### src/rtl/dco_tune_seq_if.sv
// dco_tune_seq_if
//   Target-word handshake between the ADPLL loop / calibration logic
//   (master) and the DCO tuning sequencer (slave).
//
//   tgt_valid  master -> slave  target word offered
//   tgt_word   master -> slave  requested tuning word
//   tgt_ready  slave -> master  sequencer can accept a target
interface dco_tune_seq_if #(
  parameter int WORD_W = 8
);
  logic              tgt_valid;
  logic [WORD_W-1:0] tgt_word;
  logic              tgt_ready;

  modport master (
    output tgt_valid,
    output tgt_word,
    input  tgt_ready
  );

  modport slave (
    input  tgt_valid,
    input  tgt_word,
    output tgt_ready
  );
endinterface

### src/rtl/dco_tune_seq.sv
// dco_tune_seq
//   Slews the DCO capacitor-bank coder word toward an accepted target in
//   steps of at most MAX_STEP. Each step produces one cod_en pulse; a
//   programmable settle wait separates consecutive steps so that a large
//   retune never disturbs the DCO by more than one bounded bank update.
//
//   clk         clock
//   rst         asynchronous, active-high reset
//   tgt         target handshake (slave side): tgt_valid, tgt_word, tgt_ready
//   settle_cfg  extra wait cycles after each update, sampled at accept
//   bypass      apply the target in a single update, sampled at accept
//   cod_en      one-cycle coder enable, cod_word valid while high
//   cod_word    registered word driven to the coder
//   row_cross   pulses with cod_en when the update changes the row index
//   busy        high while stepping or settling
//   done        one-cycle pulse when cod_word reaches the accepted target
//
//   state  | meaning
//   IDLE   | ready for a target; cod_word holds its last value
//   STEP   | one cycle: compute and apply the next bounded update
//   SETTLE | wait settle_cfg+1 cycles for the DCO to settle
module dco_tune_seq #(
  parameter int WORD_W   = 8,
  parameter int ROW_W    = 4,
  parameter int MAX_STEP = 4,
  parameter int SETTLE_W = 4
) (
  input  logic                clk,
  input  logic                rst,
  dco_tune_seq_if.slave       tgt,
  input  logic [SETTLE_W-1:0] settle_cfg,
  input  logic                bypass,
  output logic                cod_en,
  output logic [WORD_W-1:0]   cod_word,
  output logic                row_cross,
  output logic                busy,
  output logic                done
);

  localparam logic [1:0] IDLE   = 2'd0;
  localparam logic [1:0] STEP   = 2'd1;
  localparam logic [1:0] SETTLE = 2'd2;

  // Half-on bank: MSB set, all other bits clear.
  localparam logic [WORD_W-1:0] HALF_WORD = {1'b1, {(WORD_W-1){1'b0}}};
  localparam logic [WORD_W:0]   STEP_MAG  = (WORD_W+1)'(MAX_STEP);
  localparam logic [WORD_W-1:0] STEP_INC  = WORD_W'(MAX_STEP);

  logic [1:0]          state;
  logic [WORD_W-1:0]   tgt_q;
  logic [SETTLE_W-1:0] settle_q;
  logic                bypass_q;
  logic [SETTLE_W-1:0] settle_cnt;

  logic signed [WORD_W:0] diff;
  logic [WORD_W:0]        diff_mag;
  logic [WORD_W-1:0]      next_word;

  assign tgt.tgt_ready = (state == IDLE);
  assign busy          = (state != IDLE);

  // The extra sign bit keeps the difference exact over the full word range,
  // so a full-scale step can never be mistaken for a small one. A limited
  // step is only taken when |diff| > MAX_STEP, which rules out wrap and
  // overshoot.
  always_comb begin
    diff      = $signed({1'b0, tgt_q}) - $signed({1'b0, cod_word});
    diff_mag  = diff[WORD_W] ? $unsigned(-diff) : $unsigned(diff);
    next_word = tgt_q;
    if (!bypass_q && (diff_mag > STEP_MAG)) begin
      if (diff[WORD_W]) begin
        next_word = cod_word - STEP_INC;
      end else begin
        next_word = cod_word + STEP_INC;
      end
    end
  end

  always_ff @(posedge clk or posedge rst) begin
    if (rst) begin
      state      <= IDLE;
      cod_word   <= HALF_WORD;
      cod_en     <= 1'b0;
      row_cross  <= 1'b0;
      done       <= 1'b0;
      settle_cnt <= '0;
      tgt_q      <= HALF_WORD;
      settle_q   <= '0;
      bypass_q   <= 1'b0;
    end else begin
      cod_en    <= 1'b0;
      row_cross <= 1'b0;
      done      <= 1'b0;
      case (state)
        IDLE: begin
          if (tgt.tgt_valid && tgt.tgt_ready) begin
            tgt_q    <= tgt.tgt_word;
            settle_q <= settle_cfg;
            bypass_q <= bypass;
            if (tgt.tgt_word == cod_word) begin
              done <= 1'b1;
            end else begin
              state <= STEP;
            end
          end
        end
        STEP: begin
          cod_word   <= next_word;
          cod_en     <= 1'b1;
          row_cross  <= ((next_word >> ROW_W) != (cod_word >> ROW_W));
          settle_cnt <= settle_q;
          state      <= SETTLE;
        end
        SETTLE: begin
          if (settle_cnt == '0) begin
            if (cod_word == tgt_q) begin
              done  <= 1'b1;
              state <= IDLE;
            end else begin
              state <= STEP;
            end
          end else begin
            settle_cnt <= settle_cnt - 1'b1;
          end
        end
        default: state <= IDLE;
      endcase
    end
  end

endmodule
### src/flat_wrapper.sv
// flat-port wrapper written by rule: the top's interface ports become plain ports
module dco_tune_seq_flat 
#(
  parameter int WORD_W   = 8,
  parameter int ROW_W    = 4,
  parameter int MAX_STEP = 4,
  parameter int SETTLE_W = 4
)
  (clk, rst, settle_cfg, bypass, cod_en, cod_word, row_cross, busy, done, tgt_tgt_valid, tgt_tgt_word, tgt_tgt_ready);
  dco_tune_seq_if #(.WORD_W(WORD_W)) tgt_i ();
  input  logic clk;
  input  logic rst;
  input  logic [SETTLE_W-1:0] settle_cfg;
  input  logic bypass;
  output logic cod_en;
  output logic [WORD_W-1:0] cod_word;
  output logic row_cross;
  output logic busy;
  output logic done;
  input wire logic [$bits(tgt_i.tgt_valid)-1:0] tgt_tgt_valid;
  input wire logic [$bits(tgt_i.tgt_word)-1:0] tgt_tgt_word;
  output wire logic [$bits(tgt_i.tgt_ready)-1:0] tgt_tgt_ready;
  assign tgt_i.tgt_valid = tgt_tgt_valid;
  assign tgt_i.tgt_word = tgt_tgt_word;
  assign tgt_tgt_ready = tgt_i.tgt_ready;
  dco_tune_seq #(.WORD_W(WORD_W), .ROW_W(ROW_W), .MAX_STEP(MAX_STEP), .SETTLE_W(SETTLE_W)) u_core (.clk(clk), .rst(rst), .tgt(tgt_i), .settle_cfg(settle_cfg), .bypass(bypass), .cod_en(cod_en), .cod_word(cod_word), .row_cross(row_cross), .busy(busy), .done(done));
endmodule
### config.mk
export PLATFORM = sky130hd
export DESIGN_NAME = dco_tune_seq_flat
export DESIGN_NICKNAME = d
export VERILOG_FILES = /design/src/rtl/dco_tune_seq_if.sv /design/src/rtl/dco_tune_seq.sv /design/src/flat_wrapper.sv
export SDC_FILE = /design/constraint.sdc
export NUM_CORES = 1
export LEC_CHECK = 0
export ABC_AREA = 1
export CORE_MARGIN = 4
export CORE_UTILIZATION = 34
export CTS_CLUSTER_DIAMETER = 60
export DETAILED_ROUTE_END_ITERATION = 16
export MAX_ROUTING_LAYER = met4
export PLACE_DENSITY = 0.65
export SYNTH_ARGS = -nofsm -noshare
export SYNTH_HDL_FRONTEND = slang
export SYNTH_SLANG_ARGS = --single-unit
export TNS_END_PERCENT = 1
### constraint.sdc
create_clock -name clk -period 6.25 [get_ports clk]
set_clock_uncertainty 0.05 [all_clocks]
set_input_delay 0.625 -clock clk [delete_from_list [all_inputs] [get_ports clk]]
set_output_delay 0.625 -clock clk [all_outputs]
set_load 0.1 [all_outputs]
==> reports/results.env <==
RUN_STATUS='finished clean'
CTS.HOLD.BUFFERS_ADDED=0
TIMING.FMAX_MHz=307.8
CRIT_PATH_END_KIND='flip-flop'
CRITPATHMAXSTAGEDELAY_NS=0.51
SYNTH_CELL_TYPES=33
DRT_PRE_ANTENNA_ITERS=6
VIAS=2113
LAYOUT-AREA-OVERHEAD-VS-SYNTH_PCT=19.50
EDFF_COUNT_SYNTH=0
ROUTE.ANTENNA.REMAINING_NETS=0
ARRIVAL_NS=3.37
STARTPOINT_TO_ENDPOINT_CLASS_OF_THE_CRITICAL_PATH='flip-flop to flip-flop'
LAYOUT_SETUP_WS_NS=3.001
TOP_CELL_FAMILY_BY_DELAY_ON_THE_CRITICAL_PATH='simple AND/OR/NAND/NOR gates'
ANTENNA_CELLS_INSERTED=0
COREAREA_UM2=6794
CTS.REPAIR.RESIZED=0
TRITONCTS.NUM_BUFFERS=5
YOSYS_WARNINGS=0
SYNTH_ASYNC_SR_FLOP_SHARE_PCT=100.0
CLOCK-SINKS=30
VIAS_IN_THE_FIRST_GLOBAL_ROUTE=1904
ROUTED_WL_UM=5264
ANTENNA_FOUND_INITIAL=0
WORST_HOLD_PATH.ENDPOINT='u_core.settle_q[1]'
DRV.MAX_CAP_VIOLATION_COUNT=0
CHIPWIDTH_UM=91.80
FP-ROW-COUNT=30
FP.DIEH_UM=91.80
GRT_START_MAX_NET_PINS=31
NUMBER_OF_INPUT_AND_OUTPUT_PORT_BUFFERS_INSERTED=28
TIMING.HOLD.WORST.START='u_core.settle_q[1]'
NETLIST_INSTANCES=332
CP_DATA_REQUIRED_TIME_NS=6.37
CRIT_PATH_MAX_FANOUT=9
VIAS_PER_CELL=4.593
LAYOUT.CORE_UTILIZATION_PCT=41.99
WORST_R2R_ENDPOINT='u_core.row_cross'
DIE-AREA_UM2=8426
TRITONCTS='yes'
DPL.HPWL_UM=4243
TOTALNEGATIVESETUPSLACK_NS=0
FINALCRITICALPERIOD_NS=3.249
FINALHOLDVIOLATIONS=0
FLOORPLAN.INITIALDENSITY_PCT=35.14
MIN_DELAY_PATH_DEPTH=2
NUMBER_OF_NETS_PRODUCED_BY_SYNTHESIS=364
WORST_R2R_PATH_DEPTH=21
PATH_CLK_SLEW_NS=0.07
H_TREE_LEVELS=2
FINAL_ROUTED_WIRE_LENGTH_DIVIDED_BY_CELL_COUNT_UM=11.44
TIMING.CRITICAL_PATH.FROM_TYPE='flip-flop'
CRIT_BUF_INV=2
SETUP_VIOL=0
WORST_PIN_SLEW_NS=1.017
FINAL_NETS=395
CTSROOTBUFFERMASTER='clkbuf_8'
WORST_PATH_MOST_REPEATED_CELL='nand2_1'
GRT_FIRST_PASS_WIRELENGTH_UM=8928
MAX-CLOCK-PATH-BUFFERS=2
MAXSLEWVIOLCOUNT=0
IO_PINS=29
UNREPAIRED_SETUP_ENDPOINTS_AFTER_GLOBAL_ROUTING='no'
HP-CLASS='flip-flop to flip-flop'
FINAL_LAYOUT_SIZE_SUFFIX_GT1_SHARE_PCT=10.99
WORST_SLEW_MARGIN_REL_PCT=31.96
PATH_CELLS='inv_1, ha_1, nand2_2, nand2_2, nand3_4, nand2_4, inv_4, ha_1, a21oi_1, nand2_1, nand2_1, nand2_1, a21oi_1, xor2_1, nand3_1, nand2_1, nand2_1, nand2_1, nand2_1, nor2_1, nor2_1'
CTS_SETUP_BUFFERS=0
INSERTION_DELAY_NS=0.28
GP_ROUTABILITY_CONGESTION=0.8551
PATH_DEPTH=21
GRT_USAGE_PCT=13.36
DPL_WORST_SLACK_NS=2.992
CRITICAL_PATH_SLOWEST_STAGE_CELL='dfrtp_1'
FRACTION_OF_THE_YOSYS_AREA_TAKEN_BY_SEQUENTIAL_CELLS_PCT=31.55
POSTSYNTHREGISTERBITS=30
POSTSYNTHAREAPERCELL_UM2=7.191
GLOBALROUTEOVERFLOWTOTAL=0
SYNTH_FF_TYPE='dfrtp_1'
R2R-START='u_core.cod_word[2]'
SYNTH.CELL_AREA_UM2=2387
DRT-INITIAL-DRC-COUNT=51
TCRIT_TCLK_FINAL_PCT=51.98
DRCVIOLATIONCOUNT=0
R2R_SETUP_SLACK_NS=3.00
-- how the worst max path moves through the flow --
stage                        from          endpoint  slack (ns)
3_5_place_dp   u_core.cod_word[2]  u_core.row_cross        2.99
6_report       u_core.cod_word[2]  u_core.row_cross        3.00
3_3_place_gp   u_core.cod_word[2]  u_core.row_cross        3.09
5_1_grt        u_core.cod_word[2]  u_core.row_cross        2.63
4_1_cts        u_core.cod_word[2]  u_core.row_cross        2.99
2_1_floorplan  u_core.cod_word[0]  u_core.row_cross        2.60
-- flip-flops by register name, summed over array words and instances, names as in the netlist --
register,cells
u_core.done,1
u_core.cod_word,8
u_core.state,2
u_core.settle_q,4
u_core.tgt_q,8
u_core.bypass_q,1
u_core.cod_en,1
u_core.row_cross,1
u_core.settle_cnt,4
-- cells in the mapped netlist, types with 2 or more instances --
library cell | number | share of area (%)
dfrtp_1 | 28 | 29
nand3_4 | 2 | 1.5
clkbuf_1 | 3 | 0.47
fa_1 | 2 | 1.7
a21oi_1 | 11 | 2.3
xor2_1 | 13 | 4.8
o21ai_0 | 25 | 5.2
inv_2 | 4 | 0.63
nor2_4 | 2 | 0.94
nand2_1 | 94 | 15
nor4_1 | 3 | 0.79
nand2_2 | 13 | 3.4
dfstp_2 | 2 | 2.2
ha_1 | 14 | 7.3
inv_1 | 50 | 7.9
nand2_4 | 3 | 1.4
nor2_1 | 13 | 2.0
nand3b_1 | 2 | 0.63
nand3_1 | 34 | 7.1
-- area by class of cell --
class	instances	area, um2
Fill cell	703	3941
Timing Repair Buffer	29	287.8
Clock buffer	6	82.58
Tap cell	96	120.1
Sequential cell	30	753.2
Inverter	55	209.0
Multi-Input combinational cell	242	1388
Clock inverter	2	12.51
-- worst min-delay path: cells and delay by family (launching register included) --
family           cells  cell delay (ns)
flip-flops           1             0.35
AND/OR/NAND/NOR      2             0.10
-- cell usage in the layout, fill, tap and decap left out, drive strengths merged, types with 2 or more instances in the layout --
cell type      count
fa                 2
xor2              13
o21ai             25
clkbuf             6
dfrtp             28
nor2              15
nand3             37
nor4               3
inv               55
ha                14
nand2            110
a21oi             13
nand3b             2
dfstp              2
clkdlybuf4s50     28
-- routing by layer --
| layer | vias up | track usage, % | share of wire (%) |
|---|---|---|---|
| li1 | 1109 | - | - |
| met1 | 958 | 17.04 | 46 |
| met2 | 40 | 21.91 | 50 |
| met3 | 6 | 2.297 | 3.3 |
| met4 | 0 | 3.713 | 1.2 |
| met5 | - | - | 0 |
-- cell families (layout without fill, tap and decap cells) --
kind of cell,Yosys count,in the layout,synth area share (%)
AOI/OAI and AO/OA,43,43,10.12
xor gates and xnor gates,14,14,5.451
adders and majority gates,16,16,9.015
buffers and inverters,60,92,10.32
DFF,30,30,31.55
and+or+nand+nor,169,169,33.54
-- per-stage QoR --
| step | instances | hold slack [ns] | cell area, um2 |
|---|---|---|---|
| 2_1_floorplan | 332 | 0.3992 | 2387 |
| 3_3_place_gp | 452 | 0.4197 | 2758 |
| 3_5_place_dp | 452 | 0.4189 | 2758 |
| 4_1_cts | 460 | 0.4372 | 2853 |
| 5_1_grt | 460 | 0.4615 | 2853 |
| 6_report | 460 | 0.4348 | 2853 |
Power is not shown: default switching activity piles up to over one toggle a cycle in this logic, so the estimate is an artifact.
==> edit 1, RTL diff (same settings) <==
Register the input `settle_cfg` before use, cleared by the reset. The logic sees it one clock later. The other inputs are not delayed to match. Comments in the files are not updated.
--- a/src/rtl/dco_tune_seq.sv
+++ b/src/rtl/dco_tune_seq.sv
@@ -45,6 +45,16 @@
   localparam logic [WORD_W-1:0] HALF_WORD = {1'b1, {(WORD_W-1){1'b0}}};
   localparam logic [WORD_W:0]   STEP_MAG  = (WORD_W+1)'(MAX_STEP);
   localparam logic [WORD_W-1:0] STEP_INC  = WORD_W'(MAX_STEP);
+
+  logic [SETTLE_W-1:0] settle_cfg_q;
+
+  always_ff @(posedge clk or posedge rst) begin
+    if (rst) begin
+      settle_cfg_q <= '0;
+    end else begin
+      settle_cfg_q <= settle_cfg;
+    end
+  end
 
   logic [1:0]          state;
   logic [WORD_W-1:0]   tgt_q;
@@ -95,7 +105,7 @@
         IDLE: begin
           if (tgt.tgt_valid && tgt.tgt_ready) begin
             tgt_q    <= tgt.tgt_word;
-            settle_q <= settle_cfg;
+            settle_q <= settle_cfg_q;
             bypass_q <= bypass;
             if (tgt.tgt_word == cod_word) begin
               done <= 1'b1;
Function: changed (Yosys sat finds a counterexample within 4 cycles, from zero or initial values and one cycle with rst high).
==> edit 1 against the unedited design <==
Cell area is 6.8% higher. Worst setup slack got worse by 110 ps. Sequential cell count is 4 higher. Routed wire length increased by 17%. Synthesized area is 6.4% higher. Utilization barely moved. Maximum frequency fell by 3.4%. Critical endpoint unchanged. Largest cell class unchanged.
Power is left out: the tool's default activity adds up to more than one toggle a clock period on the data nets, which glitch-free logic cannot reach.
==> edit 1: results (changes against the unedited design) <==
GRT
  – Largest net degree at the start of global routing: 35 (was 31)
  – Vias in the first global route: 2239 (was 1904)
  – Global Route Usage Sum: 0.155 (was 0.134)
  – First-pass GRT wire length: 10.6 mm (was 8.93 mm)

Final layout
  – Fraction of area in multi-input gates: 0.476 (was 0.486)
  – Fraction of layout instances using a drive strength above 1: 0.0888 (was 0.110)
  – Clock network contribution to total cell area: 0.0349 (was 0.0333)
  – Clock buffer cells: 7 (was 6)
  – Non-clk invs: 59 (was 55)
  – Fill cells: 755 (was 703)
  – Multi-input gates: 264 (was 242)
  – NonClk Buf Share: 0.0945 (was 0.101)
  – Final net count: 425 (was 395)

Timing
  – Slew headroom: 0.317 (was 0.320)

Routing
  – Final wirelength: 6.18 mm (was 5.26 mm)
  – DR WL met2: 2.91 mm (was 2.63 mm)
  – M1 WL: 2.98 mm (was 2.40 mm)
  – Vias per cell: 4.78 (was 4.59)
  – Met3 WL: 196 um (was 172 um)
  – Routed wire per std cell: 12.5 um (was 11.4 um)
  – Initial DRC Count: 128 (was 51)

Run status
  – Status: finished clean (unchanged)

Setup path
  – Slowest-stage cell, CP: dfstp_2 (was dfrtp_1)
  – CP peak stage delay: 590 ps (was 510 ps)
  – Critical R2R Launch: u_core.cod_word[7] (was u_core.cod_word[2])
  – Worst reg-to-reg setup slack: 2890 ps (was 3000 ps)

Yosys
  – Xor/xnor share of the synthesized area: 0.0443 (was 0.0545)
  – Top cells by count, synth: nand2_1, inv_1, nand3_1 (unchanged)
  – Register area share after synthesis: 0.336 (was 0.316)
  – Library cells used by synthesis: 31 (was 33)
  – Syn Area/Cell: 7.06 um^2 (was 7.19 um^2)
  – Post-Synth Adder-Cell Area: 0.0847 (was 0.0901)
  – Largest cells by area after synthesis: dfrtp_1, nand2_1, nand3_1, inv_1, ha_1 (was dfrtp_1, nand2_1, inv_1, ha_1, nand3_1)
  – Complex-gate fraction of the synthesized area: 0.0887 (was 0.101)

Place
  – Post-Place Cell Area: 2940 um^2 (was 2760 um^2)
  – Routability cong.: 0.879 (was 0.855)
  – Hpwl dp: 4.97 mm (was 4.24 mm)
-- edit 1: stage by stage --
stage / utilization / setup WS [ps]
after global routing: 0.420 / 2590
after global placement: 0.405 / 2990
after CTS: 0.420 / 2900
after floorplan: - / 2540
after detailed placement: 0.405 / 2910
final: 0.420 / 2890
-- edit 1: worst min path at each step --
stage,start,cells past startpoint,to
after detailed placement,u_core.settle_cfg_q[3],2,u_core.settle_q[3]
after global routing,u_core.settle_cfg_q[1],2,u_core.settle_q[1]
after floorplan,u_core.settle_cfg_q[0],2,u_core.settle_q[0]
after global placement,u_core.settle_cfg_q[0],2,u_core.settle_q[0]
after CTS,u_core.settle_cfg_q[3],2,u_core.settle_q[3]
final,u_core.settle_cfg_q[3],2,u_core.settle_q[3]
-- edit 1: per-layer routing --
| metal | up-vias | GRT usage |
|---|---|---|
| met4 | 0 | 0.0481 |
| met2 | 48 | 0.249 |
| met5 | - | - |
| met1 | 1095 | 0.201 |
| li1 | 1206 | - |
| met3 | 10 | 0.0247 |
==> edit 2, RTL diff (same settings) <==
Without the edit above. `SETTLE_W` is set to 4 in 2 places; all go to 3.
--- a/src/rtl/dco_tune_seq.sv
+++ b/src/rtl/dco_tune_seq.sv
@@ -23,7 +23,7 @@
   parameter int WORD_W   = 8,
   parameter int ROW_W    = 4,
   parameter int MAX_STEP = 4,
-  parameter int SETTLE_W = 4
+  parameter int SETTLE_W = 3
 ) (
   input  logic                clk,
   input  logic                rst,
--- a/src/flat_wrapper.sv
+++ b/src/flat_wrapper.sv
@@ -4,7 +4,7 @@
   parameter int WORD_W   = 8,
   parameter int ROW_W    = 4,
   parameter int MAX_STEP = 4,
-  parameter int SETTLE_W = 4
+  parameter int SETTLE_W = 3
 )
   (clk, rst, settle_cfg, bypass, cod_en, cod_word, row_cross, busy, done, tgt_tgt_valid, tgt_tgt_word, tgt_tgt_ready);
   dco_tune_seq_if #(.WORD_W(WORD_W)) tgt_i ();
Interface: changed (resized settle_cfg); port bits go from 29 to 28. The function was not compared with the original's and may differ.
==> edit 2 against the unedited design <==
Cell area shrank 0.92%. Sequential cell count shrank 2. Synthesized area is the same. First-iteration DRC count grew 59%. Hold slack gained 1.6 ps. Synthesized cell count grew 3.9%. Count of clock-buffer cells in the layout shrank 3. Worst setup slack lost 150 ps. Routed wire length grew 7.2%. Critical path type unchanged.
Power is left out: the tool's default activity adds up to more than one toggle a clock period on the data nets, which glitch-free logic cannot reach.
==> edit 2: results (changes against the unedited design) <==
Run status
  – Status: finished clean (unchanged)

Final layout
  – Antenna Cells: 0 (unchanged)
  – Fill cells: 726 (was 703)
  – Fraction of layout instances using a drive strength above 1: 0.0992 (was 0.110)
  – Top flop regs: u_core.cod_word: 8 flops, u_core.tgt_q: 8 flops (unchanged)
  – Final net count: 406 (was 395)

Clocking
  – Root buffer cell: clkbuf_8 (unchanged)
  – Post-CTS sizing: 0 (unchanged)
  – Total number of H-tree levels: 1 (was 2)
  – CTS max path bufs: 2 (unchanged)
  – Clock buffer count from CTS: 3 (was 5)
  – Setup bufs post-CTS: 0 (unchanged)
  – Worst-path clk slew: 100 ps (was 70 ps)
  – Worst-Skew Late Latency: 280 ps (about the same)

Yosys
  – YS warnings: 0 (unchanged)
  – Top cells by count, synth: nand2_1, inv_1, nand3_1 (unchanged)
  – Register area share after synthesis: 0.295 (was 0.316)
  – Library cells used by synthesis: 33 (unchanged)
  – FFs w/ async S/R, synth: 1.00 (unchanged)
  – Largest cells by area after synthesis: dfrtp_1, nand2_1, nand3_1, inv_1, ha_1 (was dfrtp_1, nand2_1, inv_1, ha_1, nand3_1)
  – Ys flop type: dfrtp_1 (unchanged)
  – Syn Nets: 377 (was 364)

Routing
  – Initial DRC Count: 81 (was 51)
  – Drt first pass iters: 4 (was 6)
  – Vias per cell: 4.71 (was 4.59)
  – Final wirelength: 5.64 mm (was 5.26 mm)

Place
  – Hpwl dp: 4.48 mm (was 4.24 mm)
  – PortBufs: 27 (was 28)
  – Post-Place Cell Area: 2760 um^2 (about the same)
  – Routability cong.: 0.842 (was 0.855)

Hold path
  – Min-Delay Path Class: reg -> reg (unchanged)
  – Hold EP: u_core.settle_q[2] (was u_core.settle_q[1])
  – Hold depth: 2 (unchanged)
  – HP Start: u_core.settle_q[2] (was u_core.settle_q[1])

GRT
  – Vias in the first global route: 2112 (was 1904)
  – Global Route Usage Sum: 0.143 (was 0.134)
  – Initial antenna violation count: 0 (unchanged)
  – Largest net degree at the start of global routing: 29 (was 31)
  – First-pass GRT wire length: 9.63 mm (was 8.93 mm)

Setup path
  – Critical R2R Launch: u_core.cod_word[7] (was u_core.cod_word[2])
  – CP peak stage delay: 600 ps (was 510 ps)
  – CP top delay family: simple AND/OR/NAND/NOR gates (unchanged)
  – Worst R2R End: u_core.row_cross (unchanged)
  – Slowest-stage cell, CP: dfstp_2 (was dfrtp_1)
  – R2R cell count: 21 (unchanged)
  – Worst EP arrival: 3530 ps (was 3370 ps)
  – Crit path max fanout: 12 (was 9)
  – Worst reg-to-reg setup slack: 2850 ps (was 3000 ps)

Timing
  – Worst-Margin Slew: 1130 ps (was 1020 ps)
[edit 2: changes by cell type in the layout (fill, tap and decap cells not counted), sizes merged, moves of 3 or more]
cell and delta:
clkbuf -3, xor2 -7, nand2 +11, inv +3
nand3 +9, xnor2 +4, o21ai -3
[edit 2: final cells by class]
type | count | share of cell area
clock buffer | 3 | 0.0146
clock inverter | 1 | 0.0106
inverter | 59 | 0.0792
multi-input combinational | 255 | 0.509
sequential | 28 | 0.249
tap | 96 | 0.0425
timing repair buffer | 27 | 0.0956
[edit 2: through the flow]
stage	hold WS, ps	std cells	setup slack (ps)	util
4_1_cts	442	469	2880	0.416
5_1_grt	468	469	2560	0.416
2_1_floorplan	394	345	2530	-
3_5_place_dp	415	465	2910	0.406
6_report	436	469	2850	0.416
3_3_place_gp	413	465	3000	0.406
[edit 2: cells by family (layout without fill, tap and decap cells)]
family | Yosys count | after routing | synth area share
simple gates | 187 | 187 | 0.370
fa+ha+maj | 17 | 17 | 0.0954
compound gates | 40 | 40 | 0.0964
buf+inv | 62 | 90 | 0.103
xor+xnor | 11 | 11 | 0.0404
flops | 28 | 28 | 0.295
[edit 2: tightest hold or removal path, delay by kind of cell, from the launching register on]
| family | cells | cell delay, ps |
|---|---|---|
| flip-flops | 1 | 360 |
| AND/OR/NAND/NOR | 2 | 100 |
[edit 2: metal layers]
layer | wire, um | share of wire | GRT usage
met5 | 0 | 0 | -
met4 | 78 | 0.014 | 0.0359
met3 | 172 | 0.030 | 0.0123
met2 | 2740 | 0.49 | 0.251
met1 | 2650 | 0.47 | 0.178
[edit 2: worst max path at each step]
| stage | from | endpoint | slack [ps] | cells after the start |
|---|---|---|---|---|
| after global placement | u_core.cod_word[7] | u_core.row_cross | 3000 | 21 |
| final | u_core.cod_word[7] | u_core.row_cross | 2850 | 21 |
| after CTS | u_core.cod_word[7] | u_core.row_cross | 2880 | 21 |
| after floorplan | u_core.cod_word[0] | u_core.row_cross | 2530 | 22 |
| after global routing | u_core.cod_word[7] | u_core.row_cross | 2560 | 21 |
| after detailed placement | u_core.cod_word[7] | u_core.row_cross | 2910 | 21 |
